### config.mk
export PLATFORM = sky130hd
export DESIGN_NAME = mac_r_gmii_tte_flat
export DESIGN_NICKNAME = d
export VERILOG_FILES = /design/src/rtl/mac_r_gmii_tte_if.sv /design/src/rtl/mac_r_gmii_tte.sv /design/src/flat_wrapper.sv
export SDC_FILE = /design/constraint.sdc
export NUM_CORES = 1
export LEC_CHECK = 0
export CAP_MARGIN = 20
export CORE_MARGIN = 2
export CORE_UTILIZATION = 55
export DETAILED_ROUTE_END_ITERATION = 8
export PLACE_DENSITY = 0.77
export SKIP_CTS_REPAIR_TIMING = 1
export SLEW_MARGIN = 30
export SYNTH_ARGS = -nofsm -noshare
export SYNTH_HDL_FRONTEND = slang
export SYNTH_SLANG_ARGS = --single-unit
### constraint.sdc
create_clock -name clk -period 3.2 [get_ports clk]
set_input_delay 0.48 -clock clk [delete_from_list [all_inputs] [get_ports clk]]
set_output_delay 0.48 -clock clk [all_outputs]
set_load 0.005 [all_outputs]
### src/rtl/mac_r_gmii_tte_if.sv
// mac_r_gmii_tte_if: GMII receive byte stream plus data/pointer FIFO write ports
//   master: the receive MAC (samples rx_*, FIFO status; drives FIFO writes)
//   slave : the PHY/FIFO side
interface mac_r_gmii_tte_if;
    logic        rx_vld;
    logic        rx_dv;
    logic        rx_er;
    logic [7:0]  rx_d;
    logic        data_fifo_wr;
    logic [7:0]  data_fifo_dout;
    logic [11:0] data_fifo_depth;
    logic        ptr_fifo_wr;
    logic [15:0] ptr_fifo_dout;
    logic        ptr_fifo_full;
    modport master(
        input  rx_vld, rx_dv, rx_er, rx_d, data_fifo_depth, ptr_fifo_full,
        output data_fifo_wr, data_fifo_dout, ptr_fifo_wr, ptr_fifo_dout
    );
    modport slave(
        output rx_vld, rx_dv, rx_er, rx_d, data_fifo_depth, ptr_fifo_full,
        input  data_fifo_wr, data_fifo_dout, ptr_fifo_wr, ptr_fifo_dout
    );
endinterface

### src/rtl/mac_r_gmii_tte.sv
// mac_r_gmii_tte: GMII receive MAC - strips preamble/SFD, checks FCS/length, fills data and pointer FIFOs
//   clk, rst            : system clock, synchronous active-high reset
//   bus (master)        : rx_vld/rx_dv/rx_er/rx_d in; data FIFO write + depth; pointer FIFO write + full
//   frame_cnt/err_cnt/drop_cnt : saturating good / errored / dropped frame counters
module mac_r_gmii_tte #(
    parameter logic [15:0] TTE_ETYPE    = 16'h891D,
    parameter int          MIN_LEN      = 64,
    parameter int          MAX_LEN      = 1518,
    parameter int          DATA_HIGH_WM = 2578
) (
    input  logic              clk,
    input  logic              rst,
    mac_r_gmii_tte_if.master  bus,
    output logic [15:0]       frame_cnt,
    output logic [15:0]       err_cnt,
    output logic [15:0]       drop_cnt
);
    localparam logic [11:0] HWM    = 12'(DATA_HIGH_WM);
    localparam logic [15:0] MIN_L  = 16'(MIN_LEN);
    localparam logic [15:0] MAX_L  = 16'(MAX_LEN);
    localparam logic [10:0] WR_MAX = 11'(MAX_LEN - 4);
    // Reflected-register form of the 32'hC704DD7B residue (bit-reversed)
    localparam logic [31:0] RESIDUE = 32'hDEBB20E3;

    typedef enum logic [2:0] {IDLE, PRE, DATA, PTR, DROP} state_t;
    state_t state, state_nx;

    logic [31:0] crc;
    logic [15:0] tot;
    logic [10:0] wr_len;
    logic [31:0] dly;
    logic [2:0]  dcnt;
    logic        err, tte, ety_hi;
    logic        sfd, full, err_final, take;

    function automatic logic [31:0] crc_byte(input logic [31:0] c, input logic [7:0] b);
        logic [31:0] r;
        r = c ^ {24'h0, b};
        for (int i = 0; i < 8; i++) r = r[0] ? (r >> 1) ^ 32'hEDB88320 : r >> 1;
        return r;
    endfunction

    function automatic logic [15:0] sat(input logic [15:0] v);
        return v == 16'hFFFF ? v : v + 16'd1;
    endfunction

    always_comb begin
        state_nx  = state;
        sfd       = bus.rx_vld && state == PRE && bus.rx_dv && !bus.rx_er && bus.rx_d == 8'hD5;
        full      = bus.ptr_fifo_full || bus.data_fifo_depth > HWM;
        take      = bus.rx_vld && state == DATA && bus.rx_dv;
        err_final = err || crc != RESIDUE || tot < MIN_L || tot > MAX_L;
        if (bus.rx_vld) begin
            case (state)
                IDLE: if (bus.rx_dv && bus.rx_d == 8'h55) state_nx = PRE;
                PRE: begin
                    if (!bus.rx_dv)                state_nx = IDLE;
                    else if (bus.rx_er)            state_nx = DROP;
                    else if (bus.rx_d == 8'h55)    state_nx = PRE;
                    else if (sfd && !full)         state_nx = DATA;
                    else                           state_nx = DROP;
                end
                DATA: if (!bus.rx_dv) state_nx = PTR;
                DROP: if (!bus.rx_dv) state_nx = IDLE;
                default: ;
            endcase
        end
        if (state == PTR) state_nx = IDLE;
    end

    always_ff @(posedge clk) begin
        if (rst) begin
            state              <= IDLE;
            crc                <= '1;
            tot                <= '0;
            wr_len             <= '0;
            dly                <= '0;
            dcnt               <= '0;
            err                <= 1'b0;
            tte                <= 1'b0;
            ety_hi             <= 1'b0;
            bus.data_fifo_wr   <= 1'b0;
            bus.data_fifo_dout <= '0;
            bus.ptr_fifo_wr    <= 1'b0;
            bus.ptr_fifo_dout  <= '0;
            frame_cnt          <= '0;
            err_cnt            <= '0;
            drop_cnt           <= '0;
        end else begin
            state            <= state_nx;
            bus.data_fifo_wr <= 1'b0;
            bus.ptr_fifo_wr  <= 1'b0;
            if (sfd) begin
                crc    <= '1;
                tot    <= '0;
                wr_len <= '0;
                dcnt   <= '0;
                err    <= 1'b0;
                tte    <= 1'b0;
                ety_hi <= 1'b0;
                if (full) drop_cnt <= sat(drop_cnt);
            end
            if (take) begin
                crc <= crc_byte(crc, bus.rx_d);
                tot <= sat(tot);
                dly <= {dly[23:0], bus.rx_d};
                // Four-byte lag keeps the FCS out of the data FIFO
                if (dcnt != 3'd4) dcnt <= dcnt + 3'd1;
                else if (wr_len != WR_MAX) begin
                    bus.data_fifo_wr   <= 1'b1;
                    bus.data_fifo_dout <= dly[31:24];
                    wr_len             <= wr_len + 11'd1;
                end
                if (bus.rx_er) err <= 1'b1;
                if (tot == 16'd12) ety_hi <= bus.rx_d == TTE_ETYPE[15:8];
                if (tot == 16'd13 && ety_hi && bus.rx_d == TTE_ETYPE[7:0]) tte <= 1'b1;
            end
            if (state == PTR) begin
                if (wr_len != 11'd0) begin
                    bus.ptr_fifo_wr   <= 1'b1;
                    bus.ptr_fifo_dout <= {err_final, tte, 3'b000, wr_len};
                    if (err_final) err_cnt <= sat(err_cnt);
                    else frame_cnt <= sat(frame_cnt);
                end else err_cnt <= sat(err_cnt);
            end
        end
    end
endmodule

### src/flat_wrapper.sv
// flat-port wrapper written by rule: the top's interface ports become plain ports
module mac_r_gmii_tte_flat 
#(
    parameter logic [15:0] TTE_ETYPE    = 16'h891D,
    parameter int          MIN_LEN      = 64,
    parameter int          MAX_LEN      = 1518,
    parameter int          DATA_HIGH_WM = 2578
)
  (clk, rst, frame_cnt, err_cnt, drop_cnt, bus_rx_vld, bus_rx_dv, bus_rx_er, bus_rx_d, bus_data_fifo_depth, bus_ptr_fifo_full, bus_data_fifo_wr, bus_data_fifo_dout, bus_ptr_fifo_wr, bus_ptr_fifo_dout);
  mac_r_gmii_tte_if bus_i ();
  input  logic clk;
  input  logic rst;
  output logic [15:0] frame_cnt;
  output logic [15:0] err_cnt;
  output logic [15:0] drop_cnt;
  input wire logic [$bits(bus_i.rx_vld)-1:0] bus_rx_vld;
  input wire logic [$bits(bus_i.rx_dv)-1:0] bus_rx_dv;
  input wire logic [$bits(bus_i.rx_er)-1:0] bus_rx_er;
  input wire logic [$bits(bus_i.rx_d)-1:0] bus_rx_d;
  input wire logic [$bits(bus_i.data_fifo_depth)-1:0] bus_data_fifo_depth;
  input wire logic [$bits(bus_i.ptr_fifo_full)-1:0] bus_ptr_fifo_full;
  output wire logic [$bits(bus_i.data_fifo_wr)-1:0] bus_data_fifo_wr;
  output wire logic [$bits(bus_i.data_fifo_dout)-1:0] bus_data_fifo_dout;
  output wire logic [$bits(bus_i.ptr_fifo_wr)-1:0] bus_ptr_fifo_wr;
  output wire logic [$bits(bus_i.ptr_fifo_dout)-1:0] bus_ptr_fifo_dout;
  assign bus_i.rx_vld = bus_rx_vld;
  assign bus_i.rx_dv = bus_rx_dv;
  assign bus_i.rx_er = bus_rx_er;
  assign bus_i.rx_d = bus_rx_d;
  assign bus_i.data_fifo_depth = bus_data_fifo_depth;
  assign bus_i.ptr_fifo_full = bus_ptr_fifo_full;
  assign bus_data_fifo_wr = bus_i.data_fifo_wr;
  assign bus_data_fifo_dout = bus_i.data_fifo_dout;
  assign bus_ptr_fifo_wr = bus_i.ptr_fifo_wr;
  assign bus_ptr_fifo_dout = bus_i.ptr_fifo_dout;
  mac_r_gmii_tte #(.TTE_ETYPE(TTE_ETYPE), .MIN_LEN(MIN_LEN), .MAX_LEN(MAX_LEN), .DATA_HIGH_WM(DATA_HIGH_WM)) u_core (.clk(clk), .rst(rst), .bus(bus_i), .frame_cnt(frame_cnt), .err_cnt(err_cnt), .drop_cnt(drop_cnt));
endmodule
; ---- Yosys cells after proc, flatten, opt, wreduce, memory -nomap -nowiden
; Cells that the tools add are included.
[totals]
reg_bits = 171
in_bits = 26
[op_classes]
add_sub_neg = 6
order_cmp = 3
eq_ne = 22
n_mux = 42
bitwise_logic = 15
reduce_logical = 30
[ops]
columns = operator, count
row1 = $mux 32, 10
row2 = $not 13->14, 8
row3 = $mux 16, 6
row4 = $add 16x1->16 const B, 4
row5 = $eq 16x16->1 const B, 4
row6 = $mux 11, 4
row7 = $eq 16x4->1 const B, 2
row8 = $ne 32x32->1 const B, 1
row9 = $xor 32x8->32, 1
row10 = $mux 3, 10
row11 = $eq 8x8->1 const B, 2
row12 = $gt 16x11->1 const B, 1
row13 = $lt 16x7->1 const B, 1
row14 = $gt 12x12->1 const B, 1
row15 = $pmux 3 s4, 1
row16 = $add 11x1->11 const B, 1
row17 = $mux 1, 11
row18 = $ne 11x11->1 const B, 1
row19 = $reduce_bool 11->1, 1
row20 = $logic_and 1x1->1, 10
row21 = $eq 8x5->1 const B, 1
row22 = $eq 8x7->1 const B, 1
row23 = $eq 3x2->1 const B, 2
row24 = $ne 2x2->1 const B, 3
row25 = other kinds (17), 31

; ---- Logic depth before layout (Yosys ltp)
; Gate-level depths: netlist (run 1).
[logic_depth]
depth_word = 18
mapped_depth = 9
depth_no_buf = 8

; ---- Worst setup path before layout (run 1)
; OpenSTA, ideal clock, no wires.
[synth_path]
kind = input to register
start = in bus_rx_d[1]
end = reg u_core.tot[15]
setup_ns = 0.128
t_arrival_ns = 2.341
setup_slack_ns = 0.731
path_stages = 8
path_cell_list = or3b_2 > clkbuf_1 > or4_1 > buf_2 > a21oi_2 > and4_1 > xnor2_1 > nor2_1
[synth_between]
elab_chain_cells = 4
[synth_rtl]
columns = item, line
row1 = "start, declared", flat_wrapper.sv:19  ; input wire logic [$bits(bus_i.rx_d)-1:0] bus_rx_d;
row2 = $eq 8x8->1, mac_r_gmii_tte.sv:49  ; sfd = bus.rx_vld && state == PRE && bus.rx_dv && !bus.rx_er && bus.rx_d == 8'hD5;
row3 = $logic_and 1x1->1, mac_r_gmii_tte.sv:49
row4 = $reduce_bool 2->1 (no line), --
row5 = $reduce_and 2->1 (no line), --
row6 = "end signal, assigned", mac_r_gmii_tte.sv:105  ; tot <= sat(tot);
row7 = "end, declared", mac_r_gmii_tte.sv:29  ; logic [15:0] tot;
; No other way between the ends.
; A chain may end at the register's enable or synchronous reset.

; ---- Final worst setup path (run 1)
[layout_path]
start = reg u_core.crc[26]
end = reg u_core.frame_cnt[10]
[layout_between]
elab_chain_cells = 6
[layout_rtl]
columns = item, line
row1 = "start, declared", mac_r_gmii_tte.sv:28  ; logic [31:0] crc;
row2 = "start signal, assigned", mac_r_gmii_tte.sv:104  ; crc <= crc_byte(crc, bus.rx_d);
row3 = $ne 32x32->1, mac_r_gmii_tte.sv:52  ; err_final = err || crc != RESIDUE || tot < MIN_L || tot > MAX_L;
row4 = $logic_or 1x1->1 (3 in a row), mac_r_gmii_tte.sv:52
row5 = $not 1->1 (no line), --
row6 = $reduce_and 4->1 (no line), --
row7 = "end signal, assigned", mac_r_gmii_tte.sv:123  ; else frame_cnt <= sat(frame_cnt);
row8 = "end, declared", mac_r_gmii_tte.sv:14  ; output logic [15:0] frame_cnt,
; No other way between the ends.

==> run metrics, run 1 <==
status complete, no violations; Critical Path Max Stage Delay 0.48 ns; ys flop type dfxtp_1; die width 128 um; Post-synth EDFFs 0; share of the yosys chip area belonging to registers approximately two fifths; ranking of synthesized cells by area dfxtp_1 (41%), xnor2_1 (5.9%), nand2_1 (5.6%); vias in the first global route 6757; initial antenna violation count 0; RSZ-0062 raised after global routing false; Area Overhead vs Synth 22.1%; Final #Nets 1119; FFs w/ async S/R, synth 0%; total global-route track usage 25.1%; synth warn 0; detailed-placement wirelength estimate 13900 um; Slowest cell on crit path or4b_1; Worst-Margin Slew 0.886 ns; Synth area leader dfxtp_1; top-count cell post-synth dfxtp_1; hold crit path type register to register; syn avg cell area 8.52 um^2; Filler Cells Inserted ~1200; DRT Pass-1 Iters 4; Tmin final 2.82 ns; synthesis-stage register bit count 171; pin count of the biggest net entering global routing 92; DR WL/cell 15.6 um; grt ovf 0; Netlist cell types 66; commonest cells in the netlist dfxtp_1 (171), nand2_1 (125), nor2_1 (98); WP data arrival 3.14 ns; crit path cell chain or4b_1 -> nor4_2 -> nand3b_2 -> nor3_4 -> nor4b_1 -> mux2_2; Mapped Cells around 990; critical path class register to register; Setup TNS 0 ns; final setup skew 0.00756 ns; htree depth 4; Critical Path Source Type register; clk root buf clkbuf_16; IO Port Bufs 96; vias per cell 5.74; Crit path required time approximately 3.5 ns; area of the multi-input gates ~4700 um^2; relative max-transition margin 40.9%; vias between 7000 and 8000; setup slack after layout 0.383 ns; Final Setup Violations 0; Slew Limit Fails 0; # rows 45; share of layout cells above drive strength 1 9.51%; global-route wire length before repair 33400 um; final hold vios 0; Pwr per Cell Area about 440 nW/um^2; die area 16300 um^2; Critical Path End Type register; CP bufs+invs 0; Max Clk Rate ~360 MHz; period utilization 88.0%; Crit Path Max Fanout 9; final WL 20000 um; leakage power total 3.56 nW; later-pin clock latency in the skew report between 0.4 and 0.5 ns; crit-path leading delay family simple AND/OR/NAND/NOR gates; gpl congestion 0.922; total of max-cap violations 0; fin util 68.2%; Num CTS Buffers 17; drt drc 0; diodes inserted 0; Sinks on Clock Net 171; CTS tree yes; die height 128 um; synthesized area roughly 8400 um^2; pre-CTS setup slack 0.0687 ns; # IOs 100; Peak VDD IR between 0.0003 and 0.0004 V; Starting Density 55.9%; Core ar. 15100 um^2; detailed router's first-iteration violation count 479; Synth top area share roughly two fifths; register area 3420 um^2; Max Buffers Root-to-Sink 2; Routed Antenna Nets 0; clk slew on worst S/H paths 0.07 ns
cell type report:
class | instances | area share (%)
Multi-Input combinational cell | 748 | 46.1
Sequential cell | 171 | 33.3
Timing Repair Buffer | 128 | 11.9
Clock buffer | 18 | 4.17
Tap cell | 188 | 2.29
Clock inverter | 14 | 1.78
Inverter | 15 | 0.547
layout by cell type (no fill, tap or decap), types with 6 or more instances in the layout:
cell	netlist	final
dfxtp_1	171	171
nand2_1	125	125
nor2_1	98	98
clkdlybuf4s50_1	0	95
a21oi_1	74	74
xnor2_1	57	57
xor2_1	44	44
buf_4	3	31
nand2b_1	28	28
nand4_1	26	26
nor4_1	26	25
nand3_1	25	25
nor3_1	23	22
o22ai_1	21	21
clkbuf_16	0	17
inv_1	15	15
nor2b_1	15	15
mux2_2	14	14
or3_1	13	13
mux2i_1	12	12
ha_1	12	12
and4_1	11	11
o21ai_0	10	10
or4_1	9	9
and3_1	7	7
nand4b_1	7	7
or2_2	6	6
and2_1	6	6
flip-flops by register name, indices dropped and copies added, names as in the netlist:
| register | count |
|---|---|
| u_core.drop_cnt | 16 |
| u_core.bus.data_fifo_dout | 8 |
| u_core.state | 3 |
| u_core.ety_hi | 1 |
| u_core.tte | 1 |
| u_core.frame_cnt | 16 |
| u_core.dcnt | 3 |
| u_core.bus.ptr_fifo_wr | 1 |
| u_core.err_cnt | 16 |
| u_core.bus.data_fifo_wr | 1 |
| u_core.bus.ptr_fifo_dout | 13 |
| u_core.crc | 32 |
| u_core.dly | 32 |
| u_core.err | 1 |
| u_core.wr_len | 11 |
| u_core.tot | 16 |
kinds of logic (layout without fill, tap and decap cells):
group           after synthesis  count (layout)  synth area share, %
simple gates                460             460                 29.2
flops                       171             171                 40.6
compound gates              143             143                 10.3
xor+xnor                    104             104                 11.3
buf+inv                      72             175                 3.43
mux                          26              26                 3.30
fa+ha+maj                    12              12                 1.78
other cells                   1               3               0.0445
per-layer routing:
metal,vias to the layer above,wire length [um],track usage (%),share of wire (%)
met4,0,309,8.60,1.5
met1,3478,9020,32.4,45
met5,-,0,0,0
met2,200,9920,42.7,50
li1,3653,-,-,-
met3,28,785,4.30,3.9
tightest hold or removal path, stage by stage, from the launching register on:
cell     delay [ns]
dfxtp_1        0.31
nand2_1        0.05
a21oi_1        0.05
power by group:
group / internal (mW) / total (mW) / switching, mW
clock: 1.25 / 2.15 / 0.902
sequential: 2.13 / 2.13 / 0.000135
combinational: 0.136 / 0.281 / 0.145
worst paths after layout:
kind                                             startpoint                                end  slack, ns  cells after the start
worst max-delay path            u_core.crc[26]$_SDFFE_PP1P_  u_core.frame_cnt[10]$_SDFFE_PP0P_       0.38                      6
worst min-delay path             u_core.dly[1]$_SDFFE_PP0P_         u_core.dly[9]$_SDFFE_PP0P_       0.45                      2
worst max register to register  u_core.crc[26]$_SDFFE_PP1P_  u_core.frame_cnt[10]$_SDFFE_PP0P_       0.38                      6
worst min register to register   u_core.dly[1]$_SDFFE_PP0P_         u_core.dly[9]$_SDFFE_PP0P_       0.45                      2
per-stage QoR:
stage | instance area, um^2 | hold WS (ns) | power, mW | cells
after global placement | 9670 | 0.439 | 2.45 | 1250
after global routing | 10300 | 0.472 | 4.70 | 1282
after floorplan | 8440 | 0.432 | 2.36 | 991
after detailed placement | 9670 | 0.444 | 2.46 | 1250
after CTS | 10300 | 0.450 | 4.59 | 1282
final | 10300 | 0.448 | 4.56 | 1282
Note: power is estimated with default switching activity, not from simulation.
==> run 2: changes to the inputs <==
--- a/config.mk
+++ b/config.mk
@@ -5,6 +5,7 @@
 export SDC_FILE = /design/constraint.sdc
 export NUM_CORES = 1
 export LEC_CHECK = 0
+export ABC_CLOCK_PERIOD_IN_PS = 3200
 export CAP_MARGIN = 20
 export CORE_MARGIN = 2
 export CORE_UTILIZATION = 55
==> results of run 2 <==
Same layout as run 1: the final DEF is identical, and so are final timing and power.
